==> src/rtl/fp_issue_arbiter.sv <==
// Two-requester front end that serialises floating-point operations onto a single fp_unit.
// Define FP_ARB_FIXED_PRIO_EN for fixed priority (requester 0 wins); otherwise round-robin.
module fp_issue_arbiter #(
   parameter int XLEN = 32,
   parameter int OPW  = 10
) (
   input  logic              clock,
   input  logic              reset,
   input  logic [1:0]        req_valid,
   output logic [1:0]        req_ready,
   input  logic [2*XLEN-1:0] req_data1,
   input  logic [2*XLEN-1:0] req_data2,
   input  logic [2*XLEN-1:0] req_data3,
   input  logic [5:0]        req_rm,
   input  logic [2*OPW-1:0]  req_opcode,
   input  logic [3:0]        req_cvt_op,
   output logic              fpu_enable,
   output logic [XLEN-1:0]   fpu_data1,
   output logic [XLEN-1:0]   fpu_data2,
   output logic [XLEN-1:0]   fpu_data3,
   output logic [2:0]        fpu_rm,
   output logic [OPW-1:0]    fpu_opcode,
   output logic [1:0]        fpu_cvt_op,
   input  logic [XLEN-1:0]   fpu_result,
   input  logic [4:0]        fpu_flags,
   input  logic              fpu_ready,
   output logic              resp_valid,
   input  logic              resp_ready,
   output logic              resp_id,
   output logic [XLEN-1:0]   resp_result,
   output logic [4:0]        resp_flags,
   output logic              busy
);

   typedef enum logic [1:0] {ST_IDLE, ST_ISSUE, ST_WAIT, ST_RESP} state_t;

   state_t          state_reg;
   logic            fpu_enable_reg;
   logic [XLEN-1:0] fpu_data1_reg;
   logic [XLEN-1:0] fpu_data2_reg;
   logic [XLEN-1:0] fpu_data3_reg;
   logic [2:0]      fpu_rm_reg;
   logic [OPW-1:0]  fpu_opcode_reg;
   logic [1:0]      fpu_cvt_op_reg;
   logic            resp_valid_reg;
   logic            resp_id_reg;
   logic [XLEN-1:0] resp_result_reg;
   logic [4:0]      resp_flags_reg;

   logic [XLEN-1:0] data1_arr  [2];
   logic [XLEN-1:0] data2_arr  [2];
   logic [XLEN-1:0] data3_arr  [2];
   logic [2:0]      rm_arr     [2];
   logic [OPW-1:0]  opcode_arr [2];
   logic [1:0]      cvt_arr    [2];

   logic            grant_idx;
   logic            accept;
   logic            op_legal;

   generate
      for (genvar gi = 0; gi < 2; gi++) begin : g_unpack
         assign data1_arr[gi]  = req_data1[gi*XLEN +: XLEN];
         assign data2_arr[gi]  = req_data2[gi*XLEN +: XLEN];
         assign data3_arr[gi]  = req_data3[gi*XLEN +: XLEN];
         assign rm_arr[gi]     = req_rm[gi*3 +: 3];
         assign opcode_arr[gi] = req_opcode[gi*OPW +: OPW];
         assign cvt_arr[gi]    = req_cvt_op[gi*2 +: 2];
      end
   endgenerate

`ifdef FP_ARB_FIXED_PRIO_EN
   always_comb begin
      grant_idx = !req_valid[0];
   end
`else
   logic rr_ptr_reg;

   always_comb begin
      case (req_valid)
         2'b10:   grant_idx = 1'b1;
         2'b11:   grant_idx = rr_ptr_reg;
         default: grant_idx = 1'b0;
      endcase
   end

   // Pointer hands priority to the other requester after every grant.
   always_ff @(posedge clock) begin
      if (reset) begin
         rr_ptr_reg <= 1'b0;
      end else if (accept) begin
         rr_ptr_reg <= ~grant_idx;
      end
   end
`endif

   assign accept   = (state_reg == ST_IDLE) && (|req_valid) && !reset;
   assign op_legal = $onehot(opcode_arr[grant_idx]);

   always_comb begin
      req_ready = 2'b00;
      if (accept) begin
         req_ready[grant_idx] = 1'b1;
      end
   end

   // Malformed opcodes never reach the fp_unit; they answer directly with NV.
   always_ff @(posedge clock) begin
      if (reset) begin
         state_reg       <= ST_IDLE;
         fpu_enable_reg  <= 1'b0;
         fpu_data1_reg   <= '0;
         fpu_data2_reg   <= '0;
         fpu_data3_reg   <= '0;
         fpu_rm_reg      <= '0;
         fpu_opcode_reg  <= '0;
         fpu_cvt_op_reg  <= '0;
         resp_valid_reg  <= 1'b0;
         resp_id_reg     <= 1'b0;
         resp_result_reg <= '0;
         resp_flags_reg  <= '0;
      end else begin
         case (state_reg)
            ST_IDLE: begin
               if (accept) begin
                  resp_id_reg <= grant_idx;
                  if (op_legal) begin
                     fpu_data1_reg  <= data1_arr[grant_idx];
                     fpu_data2_reg  <= data2_arr[grant_idx];
                     fpu_data3_reg  <= data3_arr[grant_idx];
                     fpu_rm_reg     <= rm_arr[grant_idx];
                     fpu_opcode_reg <= opcode_arr[grant_idx];
                     fpu_cvt_op_reg <= cvt_arr[grant_idx];
                     fpu_enable_reg <= 1'b1;
                     state_reg      <= ST_ISSUE;
                  end else begin
                     resp_result_reg <= '0;
                     resp_flags_reg  <= 5'b10000;
                     resp_valid_reg  <= 1'b1;
                     state_reg       <= ST_RESP;
                  end
               end
            end
            ST_ISSUE: begin
               fpu_enable_reg <= 1'b0;
               state_reg      <= ST_WAIT;
            end
            ST_WAIT: begin
               if (fpu_ready) begin
                  resp_result_reg <= fpu_result;
                  resp_flags_reg  <= fpu_flags;
                  resp_valid_reg  <= 1'b1;
                  state_reg       <= ST_RESP;
               end
            end
            ST_RESP: begin
               if (resp_ready) begin
                  resp_valid_reg <= 1'b0;
                  state_reg      <= ST_IDLE;
               end
            end
            default: begin
               state_reg <= ST_IDLE;
            end
         endcase
      end
   end

   assign fpu_enable  = fpu_enable_reg;
   assign fpu_data1   = fpu_data1_reg;
   assign fpu_data2   = fpu_data2_reg;
   assign fpu_data3   = fpu_data3_reg;
   assign fpu_rm      = fpu_rm_reg;
   assign fpu_opcode  = fpu_opcode_reg;
   assign fpu_cvt_op  = fpu_cvt_op_reg;
   assign resp_valid  = resp_valid_reg;
   assign resp_id     = resp_id_reg;
   assign resp_result = resp_result_reg;
   assign resp_flags  = resp_flags_reg;
   assign busy        = (state_reg != ST_IDLE);

endmodule

==> config.mk <==
export PLATFORM = sky130hd
export DESIGN_NAME = fp_issue_arbiter
export DESIGN_NICKNAME = d
export VERILOG_FILES = /design/src/rtl/fp_issue_arbiter.sv
export SDC_FILE = /design/constraint.sdc
export NUM_CORES = 1
export LEC_CHECK = 0
export CAP_MARGIN = 20
export CORE_AREA = 5 5 158 160
export CTS_CLUSTER_DIAMETER = 60
export DETAILED_ROUTE_END_ITERATION = 12
export DIE_AREA = 0 0 163 165
export GPL_TIMING_DRIVEN = 0
export HOLD_SLACK_MARGIN = 0.1
export PLACE_DENSITY = 0.72
export SYNTH_ARGS = -nofsm -noshare
export SYNTH_HDL_FRONTEND = slang
export SYNTH_SLANG_ARGS = --single-unit
==> constraint.sdc <==
create_clock -name clock -period 5.3 [get_ports clock]
set_clock_uncertainty 0.05 [all_clocks]
set_input_delay 1.06 -clock clock [delete_from_list [all_inputs] [get_ports clock]]
set_output_delay 1.06 -clock clock [all_outputs]
set_load 0.02 [all_outputs]
==> results.sh <==
export IMPL_post_syn_area_mm2=0.00758
export IMPL_post_drt_via_cell_ratio=5.23
export IMPL_finalCriticalPeriod_ps=5090
export IMPL_mostFrequentLayoutCells="415 x sky130_fd_sc_hd__clkdlybuf4s50_1, 154 x sky130_fd_sc_hd__dfxtp_1, 105 x sky130_fd_sc_hd__nand2_1, 102 x sky130_fd_sc_hd__nand3_1, 76 x sky130_fd_sc_hd__a21oi_1"
export IMPL_min_delay_worst_endpoint="resp_flags[0]"
export IMPL_cts_made_buffers=17
export IMPL_die_height_um=165
export IMPL_worstReg2RegStart="rr_ptr_reg"
export IMPL_final_critical_path_setup_slack_ps=208
export IMPL_complex_gate_fraction_of_the_synthesized_area_pct=33.0
export IMPL_lkg_pwr_nw=4.55
export IMPL_drt_wl_cell_um=21.1
export IMPL_groute_usage_overall_pct=22.9
export IMPL_detail_route_first_pass_iterations=5
export IMPL_numPlacedInstances=1518
export IMPL_layout_cells_most_common="sky130_fd_sc_hd__clkdlybuf4s50_1"
export IMPL_first_iter_violations=603
export IMPL_num_io_pins=419
export IMPL_power_clock_fraction_pct=21.3
export IMPL_grt_first_pass_wirelength_um=47300
export IMPL_internal_power_mw=3.42
export IMPL_remaining_drc_errors=0
export IMPL_cap_violations=0
export IMPL_setup_viol=0
export IMPL_power_mw=5.67
export IMPL_slew_limit_headroom_pct=47.7
export IMPL_synth_cell_type_count=49
export IMPL_filler_cell_count=2149
export IMPL_kind_of_critical_path="input pin to flip-flop"
export IMPL_path_max_fanout=10
export IMPL_std_cell_rows=56
export IMPL_worstReg2RegEnd="fpu_data1[21]"
export IMPL_yosys_warnings=0
export IMPL_p_per_area_mw_per_mm2=438
export IMPL_synth_seq_cells=154
export IMPL_timing_reg2reg_worst_path_depth=18
export IMPL_synth_top_family_by_area="compound AO/OA/AOI/OAI gates"
export IMPL_drive_gt1_share_pct=16.6
export IMPL_antenna_violations_before_repair=1
export IMPL_wl_um=32800
export IMPL_vdd_ir_drop_worst_uv=178
export IMPL_htree_levels=4
export IMPL_hold_path_depth=1
export IMPL_ys_seq_area_share_pct=40.7
export IMPL_r2r_setup_slack_ps=590
export IMPL_rsz_0062_raised_after_global_routing="no"
export IMPL_hold_buffers=0
export IMPL_muxShareOfSynthArea_pct=1.68
export IMPL_detailedPlace_worstSlack_ps=-1400
export IMPL_worstPathArrival_ps=5320
export IMPL_port_buffers=416
export IMPL_critical_path_required_ps=5530
export IMPL_min_path_type="flip-flop to flip-flop"
export IMPL_place_gp_congestion=0.852
export IMPL_clock_pin_slew_worst_setup_and_hold_paths_ps=70
export IMPL_synth_top_cells_by_area="sky130_fd_sc_hd__dfxtp_1 41%, sky130_fd_sc_hd__a311oi_2 12%, sky130_fd_sc_hd__nand3_1 6.7%"
export IMPL_globalRouteOverflowTotal=0
export IMPL_flow_area_growth_from_synthesis_pct=70.8
export IMPL_route_vias_total=8140
export IMPL_power_frac_seq_pct=28.3
export IMPL_syn_area_per_cell_um2=9.68
export IMPL_dieArea_mm2=0.0269
export IMPL_synth_top_area_cell="sky130_fd_sc_hd__dfxtp_1"
export IMPL_endpoint_kind="flip-flop"
export IMPL_nNetsFinal=1503
export IMPL_finalHoldViolCount=0
export IMPL_start_util_pct=32.6
export IMPL_transition_time_at_the_pin_with_the_least_slew_margin_ps=785
export IMPL_async_reset_ff_share_pct=0
export IMPL_postSynthNetCount=1062
export IMPL_clock_fmax_mhz=196
export IMPL_fin_util_pct=55.6
export IMPL_synth_fa_ha_area_share_pct=2.91
export IMPL_layout_worst_path_cycle_share_pct=96.1
export IMPL_min_delay_start="resp_flags[0]"
export IMPL_startpoint_type="input pin"
export IMPL_synthSimpleGateAreaFrac_pct=13.7
export IMPL_synth_edff_count=0
export IMPL_power_switching_mw=2.25
export IMPL_floorplan_die_width_um=163
export IMPL_worst_skew_pair_late_latency_ps=430
export IMPL_post_layout_nonfiller_instances=1557
export IMPL_clkSinkCount=154
export IMPL_grt_max_degree=17
export IMPL_placeableCoreArea_mm2=0.0233
export IMPL_netSwitchingFraction_pct=39.7
export IMPL_outcome="complete, no violations"
export IMPL_drtAntennaViolNets=0
export IMPL_synth_top_area_share_pct=40.7
export IMPL_syn_instance_count=783
export IMPL_holdWs_ps=423
export IMPL_synth_xor_area_share_pct=0
export IMPL_detailedPlacementHpwl_um=25500
export IMPL_finalMaxSlewViolations=0
export IMPL_power_frac_comb_pct=50.4
export IMPL_cts_root_to_sink_buffers=2
export IMPL_cts_tree="yes"
export IMPL_first_global_vias=7966
export IMPL_cts_root_buf="sky130_fd_sc_hd__clkbuf_16"
export IMPL_synth_flop_cell="sky130_fd_sc_hd__dfxtp_1"
## routing by layer
layer  routed length, µm  up-vias  track usage (%)  part of all wire, %
met2               16200      359             39.8                   49
met5                   0        -                0                    0
met1               12900     3877             26.7                   39
met3                2830       62             7.11                  8.6
met4                 879        0             7.74                  2.7
li1                    -     3842                -                    -
## power by group through the flow
stage | Combinational, mW | Clock (mW) | Sequential [mW]
after floorplan | 1.31 | 0 | 1.92
after global placement | 2.73 | 0 | 1.61
after detailed placement | 2.75 | 0 | 1.62
after CTS | 2.82 | 1.23 | 1.60
after global routing | 3.06 | 1.28 | 1.63
final | 2.86 | 1.21 | 1.60
## worst max path at each step
stage                       startpoint  slack, ps            end  cells after the start
after floorplan           req_valid[1]         60  fpu_cvt_op[0]                     19
after global placement    req_valid[0]      -1360  fpu_data3[20]                     20
after detailed placement  req_valid[0]      -1400  fpu_data1[21]                     20
after CTS                 req_valid[0]        100  fpu_data1[21]                     20
after global routing      req_valid[0]         20  fpu_data1[25]                     19
final                     req_valid[0]        210  fpu_data1[21]                     18
## stage by stage
step           setup TNS, ps  cell area [µm²]
6_report                   0            12900
5_1_grt                    0            12900
4_1_cts                    0            12800
3_5_place_dp         -188280            12100
3_3_place_gp         -183820            12100
2_1_floorplan              0             7580
## cell families (layout without fill, tap and decap cells)
| logic type | after synthesis | in the layout |
|---|---|---|
| mux | 12 | 12 |
| other cells | 0 | 1 |
| flops | 154 | 154 |
| simple gates | 228 | 228 |
| compound gates | 273 | 273 |
| fa+ha+maj | 14 | 14 |
| buf+inv | 102 | 556 |
## timing repair
action,CTS,global route
gates cloned,0,1
hold endpoints to repair,0,0
buffers inserted,4,1
gates resized for setup,29,14
pin swaps,1,2
endpoints found under the setup margin,151,138
## critical path, stage by stage
cell                        delay [ps]
sky130_fd_sc_hd__clkbuf_4          170
sky130_fd_sc_hd__nand2b_4          100
sky130_fd_sc_hd__nand2_4           100
sky130_fd_sc_hd__buf_8             190
sky130_fd_sc_hd__mux2i_4           330
sky130_fd_sc_hd__fa_1              490
sky130_fd_sc_hd__fa_1              520
sky130_fd_sc_hd__fa_1              500
sky130_fd_sc_hd__inv_1              70
sky130_fd_sc_hd__ha_1              170
sky130_fd_sc_hd__inv_1              60
sky130_fd_sc_hd__fa_2              560
sky130_fd_sc_hd__o2111ai_2         130
sky130_fd_sc_hd__buf_6             170
sky130_fd_sc_hd__nor2_4            220
sky130_fd_sc_hd__buf_12            180
sky130_fd_sc_hd__buf_8             150
sky130_fd_sc_hd__a311oi_2          110
## layout make-up
cell class | instances | area, µm² | area share [%]
timing repair buffer | 422 | 4240 | 32.7
multi-input combinational | 527 | 3960 | 30.6
sequential | 154 | 3080 | 23.8
buffer | 91 | 643 | 4.97
clock buffer | 18 | 439 | 3.39
tap | 319 | 399 | 3.08
clock inverter | 14 | 136 | 1.05
inverter | 11 | 41.3 | 0.319
antenna | 1 | 2.50 | 0.0193
## cells in the mapped netlist (4+ instances only)
master,instances
sky130_fd_sc_hd__ha_1,8
sky130_fd_sc_hd__inv_1,10
sky130_fd_sc_hd__mux2_2,5
sky130_fd_sc_hd__nand2_1,106
sky130_fd_sc_hd__buf_6,10
sky130_fd_sc_hd__buf_2,24
sky130_fd_sc_hd__a21oi_1,76
sky130_fd_sc_hd__clkbuf_1,38
sky130_fd_sc_hd__a21oi_2,30
sky130_fd_sc_hd__a22o_1,36
sky130_fd_sc_hd__a311oi_2,60
sky130_fd_sc_hd__dfxtp_1,154
sky130_fd_sc_hd__nor2_1,4
sky130_fd_sc_hd__buf_8,7
sky130_fd_sc_hd__a311oi_1,42
sky130_fd_sc_hd__o21ai_0,4
sky130_fd_sc_hd__fa_1,6
sky130_fd_sc_hd__mux2i_1,6
sky130_fd_sc_hd__nand3_1,102
sky130_fd_sc_hd__buf_4,10
No activity file was read; power rests on OpenSTA's default activity.
